[config.mk]
export PLATFORM = sky130hd
export DESIGN_NAME = pwm_capture
export DESIGN_NICKNAME = d
export VERILOG_FILES = /design/src/rtl/pwm_pkg.sv /design/src/rtl/sync_edge.sv /design/src/rtl/pwm_capture.sv
export SDC_FILE = /design/constraint.sdc
export NUM_CORES = 1
export LEC_CHECK = 0
export CELL_PAD_IN_SITES_DETAIL_PLACEMENT = 1
export CELL_PAD_IN_SITES_GLOBAL_PLACEMENT = 1
export CORE_ASPECT_RATIO = 0.9
export CORE_MARGIN = 2
export CORE_UTILIZATION = 45
export DETAILED_ROUTE_END_ITERATION = 16
export PLACE_DENSITY = 0.83
export SYNTH_ARGS = -nofsm -noshare
export SYNTH_HDL_FRONTEND = slang
export SYNTH_SLANG_ARGS = --single-unit
[constraint.sdc]
create_clock -name clk_i -period 4.4 [get_ports clk_i]
set_clock_uncertainty 0.1 [all_clocks]
set_input_delay 0.88 -clock clk_i [delete_from_list [all_inputs] [get_ports clk_i]]
set_output_delay 0.88 -clock clk_i [all_outputs]
set_load 0.005 [all_outputs]
[src/rtl/pwm_pkg.sv]
// Purpose : shared types and constants for the PWM period/high-time capture block.
// Latency : n/a (declarations only).
// Backpressure: n/a.
package pwm_pkg;

   // Default counter / measurement width in bits.
   localparam int PWM_WIDTH_DEFAULT = 16;

   // Measurement FSM:
   //   IDLE - no reference rising edge seen yet
   //   HIGH - synchronized input high since the last rise
   //   LOW  - synchronized input low since the last fall
   typedef enum logic [1:0] {
      IDLE = 2'd0,
      HIGH = 2'd1,
      LOW  = 2'd2
   } pwm_state_e;

endpackage

[src/rtl/sync_edge.sv]
// Purpose : multi-flop synchronizer for an asynchronous input plus rise/fall detection.
// Latency : input reaches the synchronized value after SYNC_STAGES clk_i cycles; edge flags are combinational on it.
// Backpressure: none; free-running, one edge flag per cycle at most.
//
// Ports:
//   clk_i  - clock, rising edge
//   rst_i  - asynchronous active-high reset, clears every flop
//   d_i    - asynchronous input
//   rise_o - synchronized value is 1 and was 0 the previous cycle
//   fall_o - synchronized value is 0 and was 1 the previous cycle
module sync_edge #(
   parameter int SYNC_STAGES = 2   // at least 2 for metastability settling
) (
   input  logic clk_i,
   input  logic rst_i,
   input  logic d_i,
   output logic rise_o,
   output logic fall_o
);

   logic [SYNC_STAGES-1:0] sync_q;
   logic                   s_dly_q;
   logic                   s;

   assign s = sync_q[SYNC_STAGES-1];

   always_ff @(posedge clk_i or posedge rst_i) begin
      if (rst_i) begin
         sync_q  <= '0;
         s_dly_q <= 1'b0;
      end else begin
         sync_q  <= {sync_q[SYNC_STAGES-2:0], d_i};
         s_dly_q <= s;
      end
   end

   assign rise_o = s & ~s_dly_q;
   assign fall_o = ~s & s_dly_q;

endmodule

[src/rtl/pwm_capture.sv]
// Purpose : measures period and high time of an asynchronous PWM input in clk_i cycles.
// Latency : results appear the cycle after the synchronized rise that closes a period (SYNC_STAGES+1 after in_i).
// Backpressure: none; valid_o is a one-cycle pulse, results hold until the next complete period or clear.
//
// Ports:
//   clk_i     - clock, rising edge
//   rst_i     - asynchronous active-high reset
//   in_i      - asynchronous PWM input
//   clr_i     - synchronous clear of all measurement state (synchronizer untouched)
//   period_o  - length of the last complete period
//   high_o    - high time of the last complete period
//   valid_o   - pulses when period_o/high_o update
//   timeout_o - sticky: no terminating edge within 2^WIDTH-1 cycles of the reference rise
module pwm_capture
   import pwm_pkg::*;
#(
   parameter int WIDTH       = PWM_WIDTH_DEFAULT,
   parameter int SYNC_STAGES = 2
) (
   input  logic             clk_i,
   input  logic             rst_i,
   input  logic             in_i,
   input  logic             clr_i,
   output logic [WIDTH-1:0] period_o,
   output logic [WIDTH-1:0] high_o,
   output logic             valid_o,
   output logic             timeout_o
);

   localparam logic [WIDTH-1:0] CNT_MAX = {WIDTH{1'b1}};
   localparam logic [WIDTH-1:0] CNT_ONE = {{(WIDTH-1){1'b0}}, 1'b1};

   pwm_state_e       state_q;
   logic [WIDTH-1:0] cnt_q;
   logic [WIDTH-1:0] high_lat_q;
   logic [WIDTH-1:0] period_q;
   logic [WIDTH-1:0] high_q;
   logic             valid_q;
   logic             timeout_q;

   logic             rise;
   logic             fall;
   logic             cnt_at_max;
   logic [WIDTH-1:0] cnt_inc_d;

   sync_edge #(
      .SYNC_STAGES (SYNC_STAGES)
   ) u_sync_edge (
      .clk_i  (clk_i),
      .rst_i  (rst_i),
      .d_i    (in_i),
      .rise_o (rise),
      .fall_o (fall)
   );

   assign cnt_at_max = (cnt_q == CNT_MAX);
   // Saturating increment: only a fall landing exactly on CNT_MAX can reach it,
   // and the timeout check fires on the following cycle instead of wrapping.
   assign cnt_inc_d  = cnt_at_max ? CNT_MAX : cnt_q + CNT_ONE;

   always_ff @(posedge clk_i or posedge rst_i) begin
      if (rst_i) begin
         state_q    <= IDLE;
         cnt_q      <= '0;
         high_lat_q <= '0;
         period_q   <= '0;
         high_q     <= '0;
         valid_q    <= 1'b0;
         timeout_q  <= 1'b0;
      end else begin
         valid_q <= 1'b0;
         if (clr_i) begin
            // Clear dominates any edge or timeout in the same cycle.
            state_q    <= IDLE;
            cnt_q      <= '0;
            high_lat_q <= '0;
            period_q   <= '0;
            high_q     <= '0;
            timeout_q  <= 1'b0;
         end else begin
            case (state_q)
               IDLE: begin
                  cnt_q <= '0;
                  if (rise) begin
                     state_q <= HIGH;
                     cnt_q   <= CNT_ONE;
                  end
               end
               HIGH: begin
                  if (fall) begin
                     state_q    <= LOW;
                     high_lat_q <= cnt_q;
                     cnt_q      <= cnt_inc_d;
                  end else if (cnt_at_max) begin
                     state_q   <= IDLE;
                     timeout_q <= 1'b1;
                     cnt_q     <= '0;
                  end else begin
                     cnt_q <= cnt_inc_d;
                  end
               end
               LOW: begin
                  if (rise) begin
                     // Closing rise: publish the finished period, start the next one.
                     state_q   <= HIGH;
                     period_q  <= cnt_q;
                     high_q    <= high_lat_q;
                     valid_q   <= 1'b1;
                     timeout_q <= 1'b0;
                     cnt_q     <= CNT_ONE;
                  end else if (cnt_at_max) begin
                     state_q   <= IDLE;
                     timeout_q <= 1'b1;
                     cnt_q     <= '0;
                  end else begin
                     cnt_q <= cnt_inc_d;
                  end
               end
               default: begin
                  state_q <= IDLE;
                  cnt_q   <= '0;
               end
            endcase
         end
      end
   end

   assign period_o  = period_q;
   assign high_o    = high_q;
   assign valid_o   = valid_q;
   assign timeout_o = timeout_q;

endmodule

* Word level (Yosys, flattened, before mapping)
Cells that the tools add are included.
** Word-level totals
- Register bits :: 71
- Input port bits :: 4
- Logic and storage cells :: 58
** Cells by class
- Add/sub/neg operators :: 1
- Eq/ne operators :: 5
- Multiplexer cells :: 30
- Bitwise operators :: 4
- Reduce and logical (&&, ||, !) cells :: 9
** Operators with widths (count)
- 16-bit 2-to-1 mux :: 14
- 16-bit one-hot mux with 3 select lines :: 1
- 16-bit by 1-bit adder with 16-bit output (second input constant) :: 1
- 16-bit equality test (second input constant) :: 1
- 2-bit 2-to-1 mux :: 5
- 1-bit 2-to-1 mux :: 8
- 2-bit nonzero test :: 4
- 3-bit != test (second input constant) :: 2
- 2-bit one-hot mux with 3 select lines :: 1
- 2-bit AND reduction :: 3
- 3-bit nonzero test :: 1
- 1-bit bitwise AND :: 2
- 2-bit by 1-bit equality test with 1-bit output (second input constant) :: 1
- 2-bit equality test (second input constant) :: 1
- 2-bit logical NOT :: 1
- 1-bit inverter :: 2
- 1-bit one-hot mux with 2 select lines :: 1

* Longest topological paths before layout
- Word-level depth :: 6
- Depth in mapped cells :: 8
- Gate-level depth less buffers :: 5

* Modules after synthesis
Synthesis repeated with hierarchy kept, for this count alone.
** Unflattened totals
- Cell total of the unflattened synthesis :: 270
- Area, all modules :: 3000.4 µm²
** By module, submodules not included
- pwm_capture :: instances 1, cells each 264, area an instance 2906.5 µm², sequential area each 1701.6 µm²
- sync_edge :: instances 1, cells each 6, area an instance 93.8 µm², sequential area each 75.1 µm²

* Worst setup path after synthesis
OpenSTA, ideal clock, no wires.
- Kind :: reg2reg
- Start :: register cnt_q[0]
- End :: register cnt_q[10]
- Setup time :: 77 ps
- Arrival :: 1824 ps
- Data required time :: 4223 ps
- Slack :: 2399 ps
- Stages on the path, launching flop included :: 9
- Buffers on the path :: 3
- Period minus slack after synthesis :: 2001 ps
- Path through :: dfrtp_1 ha_1 and3_1 buf_6 and4_4 buf_6 a221o_1 buf_6 a21oi_2
** On the way
- Cells in the longest elaborated chain, start to end :: 6
- Elaborated cells on any way between the ends :: 8
** RTL lines
- from (decl) :: line pwm_capture.sv:34 : logic [WIDTH-1:0] cnt_q;
- from (signal assigned) :: line pwm_capture.sv:93 : cnt_q <= cnt_inc_d;
- from (signal assigned) :: line pwm_capture.sv:99 : cnt_q <= cnt_inc_d;
- from (signal assigned) :: line pwm_capture.sv:116 : cnt_q <= cnt_inc_d;
- 16-bit by 1-bit adder with 16-bit output or 16-bit equality test (tied branches) :: line pwm_capture.sv:59, pwm_capture.sv:56
- 16-bit 2-to-1 mux :: line pwm_capture.sv:59 : assign cnt_inc_d = cnt_at_max ? CNT_MAX : cnt_q + CNT_ONE;
- 16-bit 2-to-1 mux :: line pwm_capture.sv:94, pwm_capture.sv:111
- 16-bit 2-to-1 mux (on tied branches) :: line pwm_capture.sv:103, pwm_capture.sv:90
- 16-bit one-hot mux with 3 select lines (*) :: line pwm_capture.sv:81 : case (state_q)
- 16-bit 2-to-1 mux (*) :: line pwm_capture.sv:72 : if (clr_i) begin
Every way passes the cells marked *; elsewhere a longest branch is shown, timed or not.
A chain may end at the register's enable or synchronous reset.

* Worst setup path in the final report
- Start :: register u_sync_edge.sync_q[1]
- End :: register cnt_q[6]
** On the way
- Cells in the longest elaborated chain, start to end :: 5
- Elaborated cells on any way between the ends :: 7
** RTL lines
- from (decl) :: line sync_edge.sv:21 : logic [SYNC_STAGES-1:0] sync_q;
- from (signal assigned) :: line sync_edge.sv:32 : sync_q <= {sync_q[SYNC_STAGES-2:0], d_i};
- 1-bit inverter :: line sync_edge.sv:38 : assign fall_o = ~s & s_dly_q;
- 1-bit bitwise AND :: line sync_edge.sv:38
- 16-bit 2-to-1 mux :: line pwm_capture.sv:90 : if (fall) begin
- 16-bit one-hot mux with 3 select lines (*) :: line pwm_capture.sv:81
- 16-bit 2-to-1 mux (*) :: line pwm_capture.sv:72
Marks and branches as above.

==> results.txt <==
- In the routed layout, each cell is associated on average with a via count of 5.47.
- Critical path capture point type: flip-flop
* Global router's overall resource usage: 0.205
* Clock slew at reported path FFs: 70 ps
- Leading cell type by number of instances after synthesis: sky130_fd_sc_hd__nand2_1
- The share of synthesized area in the top cell type comes to 0.576.
- Max Cap Viol: 0
* Max Freq: 0.423 GHz
- Wire length of the first global-routing pass: 12.1 mm
- Data on the critical path arrives at its endpoint at 2540 ps.
- The cell count after synthesis came out at 327.
* Result of the run: completed
* Total clock buffers created by CTS: 9
- The number of antenna violations at the first check in global routing is 0.
- Counting flops and latches in the post-synthesis netlist gives 71.
- Cell type contributing the most total cell area after synthesis: sky130_fd_sc_hd__dfrtp_1
* Worst setup SP type: flip-flop
- The worst register-to-register path begins at u_sync_edge.sync_q[1].
* Fill cell count: 749
- Number of placement rows: 28
* Effective utilization at floorplan: 0.466
- Cts repair resizes: 0
- TritonCTS clock tree: done
* Flop-to-flop setup slack: 2030 ps
- Synthesis produced a netlist with a net count of 332.
* Shortest period the worst path allows: 2370 ps
* Final worst-path cycle share: 0.538
- Die X-Extent: 91.3 µm
- Entering global routing, the biggest net connects 72 pins.
* Share of the yosys chip area belonging to registers: 0.576
* Dpl hpwl: 4.82 mm
- Hold-critical path depth: 0
- The synthesized netlist occupies a cell area of 0.00309 mm².
* Fin util: 0.551
- Count of different cell masters after synthesis: 30
- Along the worst path, the maximum fanout reaches 18.
- Leading cell types by count after synthesis: sky130_fd_sc_hd__nand2_1 (100), sky130_fd_sc_hd__dfrtp_1 (71), sky130_fd_sc_hd__a21oi_1 (56)
- Diodes inserted: 0
* Number of global-route vias before repair: 2436
- Die ar.: 0.00754 mm²
- For this design the static power due to leakage is 0.00143 µW.
- DRC marker count from the first detailed-route iteration: 160
- Total core area: 0.00662 mm²
- The placed instances occupy a cell area of 0.00349 mm².
- Unrepaired setup endpoints after global routing: false
- Num ports: 38
- After synthesis, the mean cell area works out to 9.44 µm².
- After clock tree synthesis, the flow added hold-fix buffers numbering 0.
- Total wire length after detailed routing: 7.19 mm
- With fillers left out, the area of the finished cells amounts to 0.00365 mm².
- Source-to-sink clock delay at the later pin of the worst-skew pair: 350 ps
* Main synth FF type: sky130_fd_sc_hd__dfrtp_1
- After layout, the design draws a total of 1140 µW.
- Remaining antenna violation count: 0
- The H-tree was split into 3 levels.
- Drc violations: 0
* Ranking of synthesized cells by area: sky130_fd_sc_hd__dfrtp_1 (58%), sky130_fd_sc_hd__nand2_1 (12%), sky130_fd_sc_hd__a21oi_1 (9.1%), sky130_fd_sc_hd__a21oi_2 (2.6%), sky130_fd_sc_hd__clkbuf_1 (1.7%)
* Type of the tightest min-delay check: flip-flop to flip-flop
- In this run, synthesis inferred 0 flip-flops with an integrated enable.
- Layout cell share with drive strength beyond 1: 0.0994
- Max_slew headroom: 0.413
- IR analysis of the VDD net gives a maximum drop of 0.210 mV.
* Least-Margin Pin Slew: 881 ps
- The setup path with the least slack is of type flip-flop to flip-flop.
- For the worst setup path, the data required time is 4570 ps.
- Root Buffer Master: sky130_fd_sc_hd__clkbuf_8
- Setup violations remaining at the end of the flow were counted as 0.
* R2R depth: 4
- In the final design database the tool counted 363 nets.
- Across all layers, the routed design uses 2474 vias.
- Reg area: 0.00178 mm²
- Gpl congestion: 0.873
* Total clock sinks: 71
- Count of final max-slew check failures: 0
* Longest Clk Path Bufs: 2
- Across all setup checks in the final design, the least slack found is 2030 ps.
- Async set-or-reset flop fraction in the synthesized netlist: 1.00
* Placement-stage worst setup slack: 1970 ps
- In this run the tool buffered the top-level ports with 37 buffer cells.
* Total congestion overflow after global routing: 0
- Power per Cell Area: 313 mW/mm²
* Total negative slack for setup checks: 0 ps
- Initial DRT Pass Iterations: 4
- The path with the worst hold slack has its endpoint at u_sync_edge.sync_q[1].
* Worst-path cell chain: nor2b_1 > nand3b_1 > a221o_1 > nor3_1
- Footprint of the multi-input gates: 0.00119 mm²
* Growth of design area from synthesis to finish: 18.2%
* Master of the slowest instance on the critical path: sky130_fd_sc_hd__a221o_1
- Chip Height: 82.6 µm
- Number of failing hold endpoints at the final stage: 0
* Maximum single-stage delay on the critical path: 740 ps
- For this run, the number of Yosys warnings is 0.
- In this run the worst setup path begins at u_sync_edge.sync_q[1].
- Reg2Reg Capture Point: cnt_q[6]
- In this run the post-CTS setup repair buffer count came out at 0.
* Hold path start: u_sync_edge.sync_q[0]
* Average wire per cell in the routed design: 15.9 µm
-- cell families after synthesis --
logic type                 Yosys count  synth area share
and+or+nand+nor                    147             0.212
adders and majority gates            1           0.00405
xor gates and xnor gates             9            0.0255
buffers and inverters               23            0.0393
DFF                                 71             0.576
AOI/OAI and AO/OA                   76             0.143
-- worst max path at each step --
| stage | to | slack [ps] |
|---|---|---|
| after global routing | cnt_q[6] | 1910 |
| after CTS | cnt_q[15] | 2010 |
| final | cnt_q[6] | 2030 |
| after detailed placement | cnt_q[15] | 1970 |
| after global placement | cnt_q[6] | 2020 |
| after floorplan | cnt_q[0] | 1620 |
-- power breakdown --
group	internal, µW	leakage [µW]	switching [µW]
clock	199	0.0000809	244
combinational	8.14	0.000363	31.7
sequential	655	0.000984	3.66
-- cells in the final DEF, fill, tap and decap left out, types with 4 or more instances in the layout --
master,netlist,final
sky130_fd_sc_hd__xnor2_1,4,4
sky130_fd_sc_hd__nor2_1,10,9
sky130_fd_sc_hd__nand3_1,6,6
sky130_fd_sc_hd__nand2_1,100,100
sky130_fd_sc_hd__xor2_1,5,5
sky130_fd_sc_hd__a21oi_2,9,9
sky130_fd_sc_hd__dfrtp_1,71,71
sky130_fd_sc_hd__and4_1,4,4
sky130_fd_sc_hd__buf_4,0,5
sky130_fd_sc_hd__clkbuf_8,0,9
sky130_fd_sc_hd__nor3_1,7,7
sky130_fd_sc_hd__nand4_1,8,8
sky130_fd_sc_hd__clkdlybuf4s50_1,0,36
sky130_fd_sc_hd__nand2b_1,4,4
sky130_fd_sc_hd__a21oi_1,56,56
-- final cells by class --
class | instances | area share
Inverter | 1 | 0.00103
Sequential cell | 71 | 0.487
Clock inverter | 6 | 0.0106
Timing Repair Buffer | 42 | 0.110
Clock buffer | 9 | 0.0340
Multi-Input combinational cell | 233 | 0.326
Tap cell | 90 | 0.0309
-- state kept, by name, summed over array words and instances, names as in the netlist --
register             count
u_sync_edge.sync_q       2
high_o                  16
valid_o                  1
state_q                  2
u_sync_edge.s_dly_q      1
cnt_q                   16
period_o                16
timeout_o                1
high_lat_q              16
-- metrics by stage --
step                      hold WS (ps)  cells
after floorplan                    231    327
after global placement             235    437
after detailed placement           261    437
after CTS                          290    452
after global routing               296    452
final                              276    452
-- metal layers --
layer / global-route usage / vias up / wire length [µm]
li1: - / 1174 / -
met1: 0.267 / 1235 / 3300
met2: 0.336 / 51 / 3510
met3: 0.0544 / 14 / 280
met4: 0.0758 / 0 / 90
met5: 0 / - / 0
-- critical path: cells and delay by family, from the launching register on --
kind	cells	cell delay (ps)
compound gates	1	740
flops	1	420
simple gates	3	1020
Note: power is estimated with default switching activity, not from simulation.
